**src/rtl/sweep_seq.sv**
```systemverilog
// Frequency-sweep sequencer feeding the DDS frequency word.
// Each point: settle, dwell (measurement window), then hold until the detector acks.
module sweep_seq #(
   parameter int FWORD_WIDTH = 32,
   parameter int CNT_WIDTH   = 24,
   parameter int IDX_WIDTH   = 16
) (
   input  logic                   clk,
   input  logic                   rst,
   input  logic                   param_wen,
   input  logic [FWORD_WIDTH-1:0] f_start,
   input  logic [FWORD_WIDTH-1:0] f_step,
   input  logic [IDX_WIDTH-1:0]   n_points,
   input  logic [CNT_WIDTH-1:0]   settle_cycles,
   input  logic [CNT_WIDTH-1:0]   dwell_cycles,
   input  logic                   continuous,
   input  logic                   start,
   input  logic                   abort,
   input  logic                   meas_ack,
   output logic [FWORD_WIDTH-1:0] fword,
   output logic [IDX_WIDTH-1:0]   point_idx,
   output logic                   busy,
   output logic                   meas_valid,
   output logic                   point_rdy,
   output logic                   sweep_done
);

   // state    | meaning
   // S_IDLE   | parked; parameters may be latched
   // S_SETTLE | new frequency applied, waiting for DDS/analog settling
   // S_DWELL  | measurement window open
   // S_WAIT   | window closed, waiting for detector ack
   typedef enum logic [1:0] {S_IDLE, S_SETTLE, S_DWELL, S_WAIT} state_t;

   state_t                 state_q, state_d;
   logic [CNT_WIDTH-1:0]   cnt_q, cnt_d;
   logic [FWORD_WIDTH-1:0] fword_q, fword_d;
   logic [IDX_WIDTH-1:0]   idx_q, idx_d;
   logic                   done_q, done_d;
   logic [FWORD_WIDTH-1:0] f_start_q, f_start_d;
   logic [FWORD_WIDTH-1:0] f_step_q, f_step_d;
   logic [IDX_WIDTH-1:0]   n_pts_q, n_pts_d;
   logic [CNT_WIDTH-1:0]   settle_q, settle_d;
   logic [CNT_WIDTH-1:0]   dwell_q, dwell_d;
   logic                   cont_q, cont_d;
   logic                   last_pt;

   assign last_pt = (idx_q == n_pts_q - IDX_WIDTH'(1));

   always_comb begin
      state_d   = state_q;
      cnt_d     = cnt_q;
      fword_d   = fword_q;
      idx_d     = idx_q;
      done_d    = 1'b0;
      f_start_d = f_start_q;
      f_step_d  = f_step_q;
      n_pts_d   = n_pts_q;
      settle_d  = settle_q;
      dwell_d   = dwell_q;
      cont_d    = cont_q;
      case (state_q)
         S_IDLE: begin
            if (param_wen) begin
               f_start_d = f_start;
               f_step_d  = f_step;
               n_pts_d   = n_points;
               settle_d  = settle_cycles;
               dwell_d   = dwell_cycles;
               cont_d    = continuous;
            end
            // start uses the values latched before this cycle
            if (start && !abort && (n_pts_q != '0)) begin
               state_d = S_SETTLE;
               fword_d = f_start_q;
               idx_d   = '0;
               cnt_d   = settle_q;
            end
         end
         S_SETTLE: begin
            if (cnt_q == '0) begin
               state_d = S_DWELL;
               cnt_d   = dwell_q;
            end else begin
               cnt_d = cnt_q - CNT_WIDTH'(1);
            end
         end
         S_DWELL: begin
            if (cnt_q == '0) state_d = S_WAIT;
            else             cnt_d   = cnt_q - CNT_WIDTH'(1);
         end
         S_WAIT: begin
            if (meas_ack) begin
               if (last_pt) begin
                  done_d = 1'b1;
                  if (cont_q) begin
                     state_d = S_SETTLE;
                     idx_d   = '0;
                     fword_d = f_start_q;
                     cnt_d   = settle_q;
                  end else begin
                     state_d = S_IDLE;
                  end
               end else begin
                  state_d = S_SETTLE;
                  idx_d   = idx_q + IDX_WIDTH'(1);
                  fword_d = fword_q + f_step_q;
                  cnt_d   = settle_q;
               end
            end
         end
         default: state_d = S_IDLE;
      endcase
      // abort overrides any transition, including ack and restart
      if (abort && (state_q != S_IDLE)) begin
         state_d = S_IDLE;
         done_d  = 1'b0;
         fword_d = fword_q;
         idx_d   = idx_q;
      end
   end

   always_ff @(posedge clk or posedge rst) begin
      if (rst) begin
         state_q   <= S_IDLE;
         cnt_q     <= '0;
         fword_q   <= '0;
         idx_q     <= '0;
         done_q    <= 1'b0;
         f_start_q <= '0;
         f_step_q  <= '0;
         n_pts_q   <= '0;
         settle_q  <= '0;
         dwell_q   <= '0;
         cont_q    <= 1'b0;
      end else begin
         state_q   <= state_d;
         cnt_q     <= cnt_d;
         fword_q   <= fword_d;
         idx_q     <= idx_d;
         done_q    <= done_d;
         f_start_q <= f_start_d;
         f_step_q  <= f_step_d;
         n_pts_q   <= n_pts_d;
         settle_q  <= settle_d;
         dwell_q   <= dwell_d;
         cont_q    <= cont_d;
      end
   end

   assign fword      = fword_q;
   assign point_idx  = idx_q;
   assign busy       = (state_q != S_IDLE);
   assign meas_valid = (state_q == S_DWELL);
   assign point_rdy  = (state_q == S_WAIT);
   assign sweep_done = done_q;

endmodule
```
**config.mk**
```make
export PLATFORM = sky130hd
export DESIGN_NAME = sweep_seq
export DESIGN_NICKNAME = d
export VERILOG_FILES = /design/src/rtl/sweep_seq.sv
export SDC_FILE = /design/constraint.sdc
export NUM_CORES = 1
export LEC_CHECK = 0
export CAP_MARGIN = 10
export CORE_MARGIN = 2
export CORE_UTILIZATION = 30
export DETAILED_ROUTE_END_ITERATION = 7
export HOLD_SLACK_MARGIN = 0.15
export PLACE_DENSITY = 0.59
export SLEW_MARGIN = 20
export SYNTH_ARGS = -nofsm -noshare
export SYNTH_HDL_FRONTEND = slang
export SYNTH_SLANG_ARGS = --single-unit
```
**constraint.sdc**
```tcl
create_clock -name clk -period 10 [get_ports clk]
set_input_delay 2 -clock clk [delete_from_list [all_inputs] [get_ports clk]]
set_output_delay 2 -clock clk [all_outputs]
set_load 0.01 [all_outputs]
```
### Yosys cells after proc, flatten, opt, wreduce, memory -nomap -nowiden

Cells that the tools add are included.

* add/sub/neg operators: 4
* bitwise operators: 1
* reduce and logical (&&, ||, !) cells: 13
* multiplexer cells: 29
* equality and inequality tests: 12

Operators with widths (count)
* $mux W24: 6
* $mux W32: 4
* $pmux W24 S4: 1
* $mux W16: 4
* $pmux W32 S2: 1
* $add A32 B32 Y32: 1
* $pmux W16 S2: 1
* $logic_not A24 Y1: 1
* $sub A24 B1 Y24 const B: 1
* $add A16 B1 Y16 const B: 1
* $eq A16 B16 Y1: 1
* $reduce_bool A16 Y1: 1
* $sub A16 B1 Y16 const B: 1
* $mux W2: 6
* $ne A3 B3 Y1 const B: 3
* $pmux W2 S4: 1
* $reduce_and A4 Y1: 2
* $ne A2 B2 Y1 const B: 3
* $mux W1: 5
* $reduce_and A5 Y1: 1
* $eq A2 B2 Y1 const B: 2
* $reduce_bool A2 Y1: 2
* $logic_and A1 B1 Y1: 3
* $ne A3 B1 Y1 const B: 1
* other kinds (6): 6

* output and inout bits: 52
* input bits: 135
* word-level logic and storage cells: 70
* register bits after elaboration: 204

### Longest topological paths before layout

Gate-level depths: netlist of the first run.

* depth after elaboration: 6
* gate-level depth with buffers: 15
* mapped depth without buffers: 13

### Worst setup path after synthesis of the first run

No wires, ideal clock.

* kind: input port to flip-flop
* start: in abort
* end: reg cnt_q[12]
* path buffers: 2
* data arrival time: 3284 ps
* library setup time: 125 ps
* required time: 9875 ps
* stages: 6
* path slack: 6591 ps
* path through: a211o_1 a21oi_1 o221a_1 buf_6 buf_6 mux2_4

* word-level cells in the longest chain between the ends: 5

Ends and longest elaborated chain
* start: declaration: line 18 `input logic abort,`
* $logic_not A1 Y1: line 73 `if (start && !abort && (n_pts_q != '0)) begin`
* $logic_and A1 B1 Y1 (2 in a row): line 73
* $ne A2 B2 Y1 (no source line)
* $reduce_and A4 Y1 (no source line)
* end signal: assignment: line 138 `cnt_q <= cnt_d;`
* end: declaration: line 36 `logic [CNT_WIDTH-1:0] cnt_q, cnt_d;`

Every way passes these cells.
A chain may end at the register's enable or synchronous reset.

### Final worst setup path of the first run

* start: reg n_pts_q[4]
* end: reg idx_q[7] (netlist: point_idx[7])

* word-level cells in the longest chain between the ends: 5
* elaborated cells between the ends (all ways): 10
* classes of those cells: add/sub: 1; eq/ne: 3; mux: 3; reduce/logical: 3

Ends and longest elaborated chain
* start: declaration: line 42 `logic [IDX_WIDTH-1:0] n_pts_q, n_pts_d;`
* start signal: assignment: line 144 `n_pts_q <= n_pts_d;`
* $sub A16 B1 Y16: line 48 `assign last_pt = (idx_q == n_pts_q - IDX_WIDTH'(1));`
* $eq A16 B16 Y1: line 48
* $mux W16: line 94 `if (last_pt) begin`
* $mux W16: line 93 `if (meas_ack) begin`
* $pmux W16 S2: line 62 `case (state_q)`
* end signal: assignment: line 140 `idx_q <= idx_d;`
* end: declaration: line 38 `logic [IDX_WIDTH-1:0] idx_q, idx_d;`

Parallel ways exist; a longest one is shown, timed or not. The select of a mux whose other input is x is not followed.

==> results of run 1 <==
==> cell type report <==
cell class / instances / share of cell area
Antenna cell: 2 / 0.000347
Clock buffer: 34 / 0.0506
Clock inverter: 12 / 0.0111
Inverter: 23 / 0.00651
Multi-Input combinational cell: 795 / 0.404
Sequential cell: 204 / 0.354
Tap cell: 468 / 0.0406
Timing Repair Buffer: 193 / 0.133
==> power breakdown <==
group	switching, W	internal [W]	total (W)
sequential	0.000319	0.00122	0.00154
combinational	0.00120	0.00120	0.00240
clock	0.000373	0.000591	0.000964
==> routing by layer <==
| metal | vias up | track usage | routed length [um] |
|---|---|---|---|
| met1 | 4253 | 0.207 | 14000 |
| li1 | 4202 | - | - |
| met4 | 4 | 0.0390 | 669 |
| met3 | 42 | 0.0382 | 1760 |
| met5 | - | 0 | 25 |
| met2 | 203 | 0.237 | 13100 |
==> flip-flops by register name, summed over array words and instances, names as in the netlist <==
name        flops
cnt_q          24
cont_q          1
dwell_q        24
f_start_q      32
f_step_q       32
fword          32
n_pts_q        16
point_idx      16
settle_q       24
state_q         2
sweep_done      1
==> cells by family after synthesis <==
logic type	Yosys count	synth area share
flops	204	0.454
compound gates	247	0.134
simple gates	284	0.124
buf+inv	74	0.0293
fa+ha+maj	40	0.0452
xor+xnor	65	0.0506
mux	159	0.163
==> path summary, 6_finish.rpt <==
check                                   startpoint                        end
max reg2reg                 n_pts_q[4]$_DFFE_PP0P_   point_idx[7]$_DFFE_PP0P_
max in group asynchronous                      rst   point_idx[0]$_DFFE_PP0P_
max                         n_pts_q[4]$_DFFE_PP0P_   point_idx[7]$_DFFE_PP0P_
min in group asynchronous                      rst  f_start_q[20]$_DFFE_PP0P_
min reg2reg                dwell_q[15]$_DFFE_PP0P_    dwell_q[15]$_DFFE_PP0P_
min                        dwell_q[15]$_DFFE_PP0P_    dwell_q[15]$_DFFE_PP0P_
==> worst max-delay path, cell delays in order, from the launching register on <==
cell	delay, ns
dfrtp_1	0.44
or4_1	0.69
nor3_1	0.37
nor4b_1	0.48
xnor2_1	0.14
nand4_1	0.12
nand2b_1	0.21
and2_1	0.85
nand2_1	0.61
o31ai_1	0.40
==> per-stage QoR <==
stage / area (um^2) / power, W / instances
floorplan: 11200 / 0.00331 / 1073
global placement: 13500 / 0.00390 / 1683
detailed placement: 13500 / 0.00396 / 1683
CTS: 14400 / 0.00496 / 1729
global route: 14400 / 0.00531 / 1729
finish: 14400 / 0.00491 / 1731
==> cell usage in the layout (no fill, tap or decap), types with 13 or more instances in the layout <==
| master | instances |
|---|---|
| and3_1 | 20 |
| mux2_2 | 136 |
| xnor2_1 | 34 |
| a22oi_1 | 21 |
| nand2b_1 | 13 |
| inv_1 | 22 |
| nor3_1 | 20 |
| nand2_1 | 69 |
| xor2_1 | 31 |
| nand3_1 | 17 |
| o21ai_0 | 66 |
| nor2_1 | 81 |
| a21oi_1 | 80 |
| clkbuf_16 | 25 |
| dfrtp_1 | 204 |
| ha_1 | 39 |
| mux2_4 | 14 |
| clkdlybuf4s50_1 | 186 |
==> reports/qor.csv, run 1 <==
stage,metric,value,unit
grt,initial antenna violation count,5,
clocking,Inserted Clock Buffers,25,
clocking,CTS Sinks,204,
routing,vias per inst,5.03,
synth,synth cell count leaders,"dfrtp_1, mux2_2, nor2_1",
synth,Area contributors post-synth,"dfrtp_1, mux2_2, ha_1, a21oi_1, o21ai_0",
grt,largest net degree at the start of global routing,131,
timing,setup_tns,0,ns
grt,GRT overflow,0,
timing,Fmax,0.226,GHz
routing,DRC Markers,0,
power,Leak,6.02,nW
floorplan,Starting Density,0.306,
hold_path,Hold WC Path Type,reg2reg,
place,Placer Congestion,0.805,
clocking,clock tree buffer depth,3,
floorplan,Cell Rows,70,
power,Max IR drop VDD,153,uV
cells_and_area,fin util,0.392,
synth,post-synth top area share,0.454,
timing,part of the cycle the worst path needs,0.442,
cells_and_area,number of fill cells,3636,
floorplan,Chip Width,198,um
clocking,number of hold buffers added after CTS,0,
place,"worst slack, placed",5.43,ns
synth,synth warn,0,
routing,routed vias,8704,
floorplan,die area,39000,um^2
timing,skew final,0.0295,ns
timing,final hold vios,0,
worst_setup_path,Critical Path Sink Type,flop,
grt,vias in the first global route,8717,
timing,setup slack after layout,5.58,ns
synth,most area-hungry cell type in the Yosys netlist,dfrtp_1,
floorplan,number of placed I/O pins,187,
floorplan,Die Ht,198,um
clocking,Root Buffer,clkbuf_16,
worst_setup_path,CP startpoint kind,flop,
synth,register area share after synthesis,0.454,
synth,top-count cell post-synth,dfrtp_1,
timing,Slew @ Worst Pin,1.05,ns
place,HPWL after DPL,20500,um
cells_and_area,Final #Nets,1417,
worst_setup_path,R2R setup slack,5.58,ns
worst_setup_path,"critical path fanouts, max",14,
synth,synthesized area,11200,um^2
cells_and_area,footprint of the multi-input gates,5820,um^2
synth,Yosys cell types,66,
hold_path,WHS Path Cells,1,
synth,post-synthesis register bit count,204,
place,IO Port Bufs,186,
job,maxcap violations,0,
routing,Initial DRT Pass Iterations,4,
worst_setup_path,R2R depth,9,
routing,initial drt markers,410,
timing,RSZ-0062 raised after global routing,no,
routing,drt wl/cell,17.1,um
timing,Final Max Slew Viols,0,
power,pwr/cell area,340,nW/um^2
clocking,worst skew pair latency,0.56,ns
clocking,Post-CTS Resized,0,
clocking,"CTS clk-pin slew, worst paths",0.06,ns
synth,Post-synth EDFFs,0,
grt,all-layer global routing usage,0.151,
cells_and_area,storage element area,5100,um^2
timing,Period minus WS final,4.42,ns
routing,Post-DRT Antenna Nets,0,
cells_and_area,Area growth syn-to-layout,28.2,%
cells_and_area,share of post-route cells with drive strength above 1,0.170,
floorplan,CORE AREA,36800,um^2
run_status,outcome,completed,
grt,first-pass GRT wire length,47000,um
worst_setup_path,critical path type,reg2reg,
synth,"Net Count, Synth",1248,
timing,worst hold slack,0.505,ns
worst_setup_path,Required @ worst endpoint,10.45,ns
worst_setup_path,CP arrival,4.87,ns
synth,Gate Count Post-Synth,1073,
synth,"FFs w/ async S/R, synth",1.00,
clocking,Post-CTS Setup Inserts,0,
synth,Avg Inst Size Synth,10.5,um^2
routing,final wirelength,29600,um
timing,Max transition margin,0.302,
synth,Main synth FF type,dfrtp_1,
timing,# setup viols final,0,
clocking,CTS H-tree lvls,1,
clocking,TritonCTS clock tree,yes,
Note: power is estimated with default switching activity, not from simulation.
==> run 2: changes to the inputs <==
==> constraint.sdc (replaced) <==
create_clock -name clk -period 4.3 [get_ports clk]
set_input_delay 0.86 -clock clk [delete_from_list [all_inputs] [get_ports clk]]
set_output_delay 0.86 -clock clk [all_outputs]
set_load 0.01 [all_outputs]
==> run 2 against run 1 <==
Against the previous run:
- core utilization is 0.19 points higher
- combinational power is 130% higher
- count of clock-buffer cells in the layout is 1 lower
- maximum frequency is 15% higher
- sequential power is 130% higher
- register-to-register slack worse by 5.1 ns
- non-clock buffer count is 7 higher
- global-route usage is 0.22 points higher
- via count is 1.4% lower
- final cell count is 0.29% higher
- critical path depth stayed put
==> reports/qor.csv, run 2 (same netlist as run 1, synthesis figures left out) <==
stage,metric,value,unit,change
clocking,"CTS clk-pin slew, worst paths",0.06,ns,about the same
worst_setup_path,R2R depth,9,,unchanged
worst_setup_path,"critical path fanouts, max",22,,was 14
power,Max IR drop VDD,308,uV,was 153 uV
worst_setup_path,Required @ worst endpoint,4.73,ns,was 10.45 ns
grt,all-layer global routing usage,0.153,,was 0.151
grt,vias in the first global route,8716,,"was 8,717"
worst_setup_path,reg2reg start,cnt_q[8]$_DFFE_PP0P_,,was n_pts_q[4]$_DFFE_PP0P_
routing,initial drt markers,384,,was 410
cells_and_area,Non-Filler Instances,1736,,"was 1,731"
worst_setup_path,R2R setup slack,0.46,ns,was 5.58 ns
run_status,outcome,completed,,unchanged
clocking,CTS H-tree lvls,1,,unchanged
power,pwr/cell area,786,nW/um^2,was 340 nW/um^2
timing,RSZ-0062 raised after global routing,no,,unchanged
cells_and_area,most frequent cells in the layout,"dfrtp_1, clkdlybuf4s50_1, mux2_2",,unchanged
timing,Max transition margin,0.354,,was 0.302
cells_and_area,number of fill cells,3630,,"was 3,636"
timing,setup_tns,0,ns,unchanged
clocking,CTS Sinks,204,,unchanged
floorplan,CORE AREA,36800,um^2,unchanged
clocking,worst skew pair latency,0.55,ns,was 0.56 ns
timing,# setup viols final,0,,unchanged
grt,first-pass GRT wire length,47500,um,"was 47,000 um"
routing,Post-DRT Antenna Nets,0,,unchanged
cells_and_area,storage element area,5100,um^2,unchanged
timing,Slew @ Worst Pin,0.966,ns,was 1.05 ns
clocking,Post-CTS Resized,0,,unchanged
place,IO Port Bufs,186,,unchanged
timing,part of the cycle the worst path needs,0.892,,was 0.442
worst_setup_path,CP Launch Point,cnt_q[8]$_DFFE_PP0P_,,was n_pts_q[4]$_DFFE_PP0P_
worst_setup_path,CP arrival,4.27,ns,was 4.87 ns
cells_and_area,"leading cell type in the layout, fill and taps excluded",dfrtp_1,,unchanged
routing,Initial DRT Pass Iterations,4,,unchanged
routing,final wirelength,29500,um,"was 29,600 um"
grt,largest net degree at the start of global routing,76,,was 131
power,Leak,6.05,nW,was 6.02 nW
place,placed instance area,13600,um^2,"was 13,500 um^2"
timing,Final Max Slew Viols,0,,unchanged
worst_setup_path,crit path capture,cnt_q[10]$_DFFE_PP0P_,,was point_idx[7]$_DFFE_PP0P_
timing,skew final,0.0175,ns,was 0.0295 ns
place,Placed Cells,1690,,"was 1,683"
floorplan,die area,39000,um^2,unchanged
grt,GRT overflow,0,,unchanged
floorplan,Cell Rows,70,,unchanged
place,Placer Congestion,0.811,,was 0.805
cells_and_area,footprint of the multi-input gates,5820,um^2,unchanged
routing,DRC Markers,0,,unchanged
worst_setup_path,Critical Path Sink Type,flop,,unchanged
clocking,Post-CTS Setup Inserts,0,,unchanged
floorplan,Chip Width,198,um,unchanged
floorplan,Die Ht,198,um,unchanged
timing,Fmax,0.261,GHz,was 0.226 GHz
worst_setup_path,critical path type,reg2reg,,unchanged
routing,drt wl/cell,17.0,um,was 17.1 um
cells_and_area,final instance area,14500,um^2,"was 14,400 um^2"
place,HPWL after DPL,20800,um,"was 20,500 um"
floorplan,number of placed I/O pins,187,,unchanged
clocking,Root Buffer,clkbuf_16,,unchanged
cells_and_area,share of post-route cells with drive strength above 1,0.173,,was 0.170
timing,Period minus WS final,3.84,ns,was 4.42 ns
cells_and_area,Area growth syn-to-layout,28.8,%,was 28.2%
grt,initial antenna violation count,4,,was 5
timing,final hold vios,0,,unchanged
worst_setup_path,FF-to-FF End,cnt_q[10]$_DFFE_PP0P_,,was point_idx[7]$_DFFE_PP0P_
clocking,TritonCTS clock tree,yes,,unchanged
routing,vias per inst,4.94,,was 5.03
hold_path,Hold WC Path Type,reg2reg,,unchanged
clocking,number of hold buffers added after CTS,0,,unchanged
job,maxcap violations,0,,unchanged
clocking,clock tree buffer depth,3,,unchanged
cells_and_area,Final #Nets,1424,,"was 1,417"
routing,routed vias,8580,,"was 8,704"
floorplan,Starting Density,0.306,,unchanged
worst_setup_path,CP startpoint kind,flop,,unchanged
clocking,Inserted Clock Buffers,25,,unchanged
run 2: worst min-delay path by stage:
stage / from / end / slack, ns / depth (start not counted)
CTS: dwell_q[14]$_DFFE_PP0P_ / dwell_q[14]$_DFFE_PP0P_ / 0.51 / 1
finish: dwell_q[14]$_DFFE_PP0P_ / dwell_q[14]$_DFFE_PP0P_ / 0.50 / 1
global placement: settle_q[1]$_DFFE_PP0P_ / settle_q[1]$_DFFE_PP0P_ / 0.49 / 1
detailed placement: dwell_q[14]$_DFFE_PP0P_ / dwell_q[14]$_DFFE_PP0P_ / 0.49 / 1
floorplan: f_start_q[26]$_DFFE_PP0P_ / f_start_q[26]$_DFFE_PP0P_ / 0.47 / 1
global route: dwell_q[1]$_DFFE_PP0P_ / dwell_q[1]$_DFFE_PP0P_ / 0.52 / 1
run 2: final cells by class:
| cell class | count | share of cell area |
|---|---|---|
| clock inverter | 12 | 0.0106 |
| antenna | 1 | 0.000173 |
| tap | 468 | 0.0404 |
| sequential | 204 | 0.353 |
| multi-input combinational | 795 | 0.402 |
| inverter | 23 | 0.00622 |
| timing repair buffer | 200 | 0.140 |
| clock buffer | 33 | 0.0480 |
run 2: where the power goes:
| part | switching (W) | internal (W) | total, W |
|---|---|---|---|
| sequential | 0.000754 | 0.00285 | 0.00360 |
| clock | 0.000863 | 0.00132 | 0.00218 |
| combinational | 0.00276 | 0.00283 | 0.00559 |
run 2: layer usage:
layer,part of all wire,GRT usage,vias up,routed length (um)
met5,0.0013,0,-,38
met4,0.023,0.0376,6,665
met3,0.056,0.0350,44,1650
met2,0.44,0.240,192,12900
met1,0.48,0.214,4128,14300
li1,-,-,4210,-
run 2: stage by stage:
stage,utilization,setup WS (ns),total power (W),hold WS (ns)
4_1_cts,0.394,0.498,0.0115,0.507
2_1_floorplan,-,0.796,0.00771,0.471
5_1_grt,0.394,0.238,0.0124,0.516
6_report,0.394,0.462,0.0114,0.502
3_3_place_gp,0.370,0.556,0.00913,0.488
3_5_place_dp,0.370,0.515,0.00923,0.493
run 2: worst max-delay path, cell delays in order, from the launching register on:
cell and delay [ns]:
dfrtp_1 0.43, or4_1 0.62, nor4_1 0.37, nor2b_1 0.22, nand3b_1 0.11, or4b_2 0.75
a21o_1 0.52, a22oi_1 0.30, a21oi_1 0.11, mux2_4 0.28
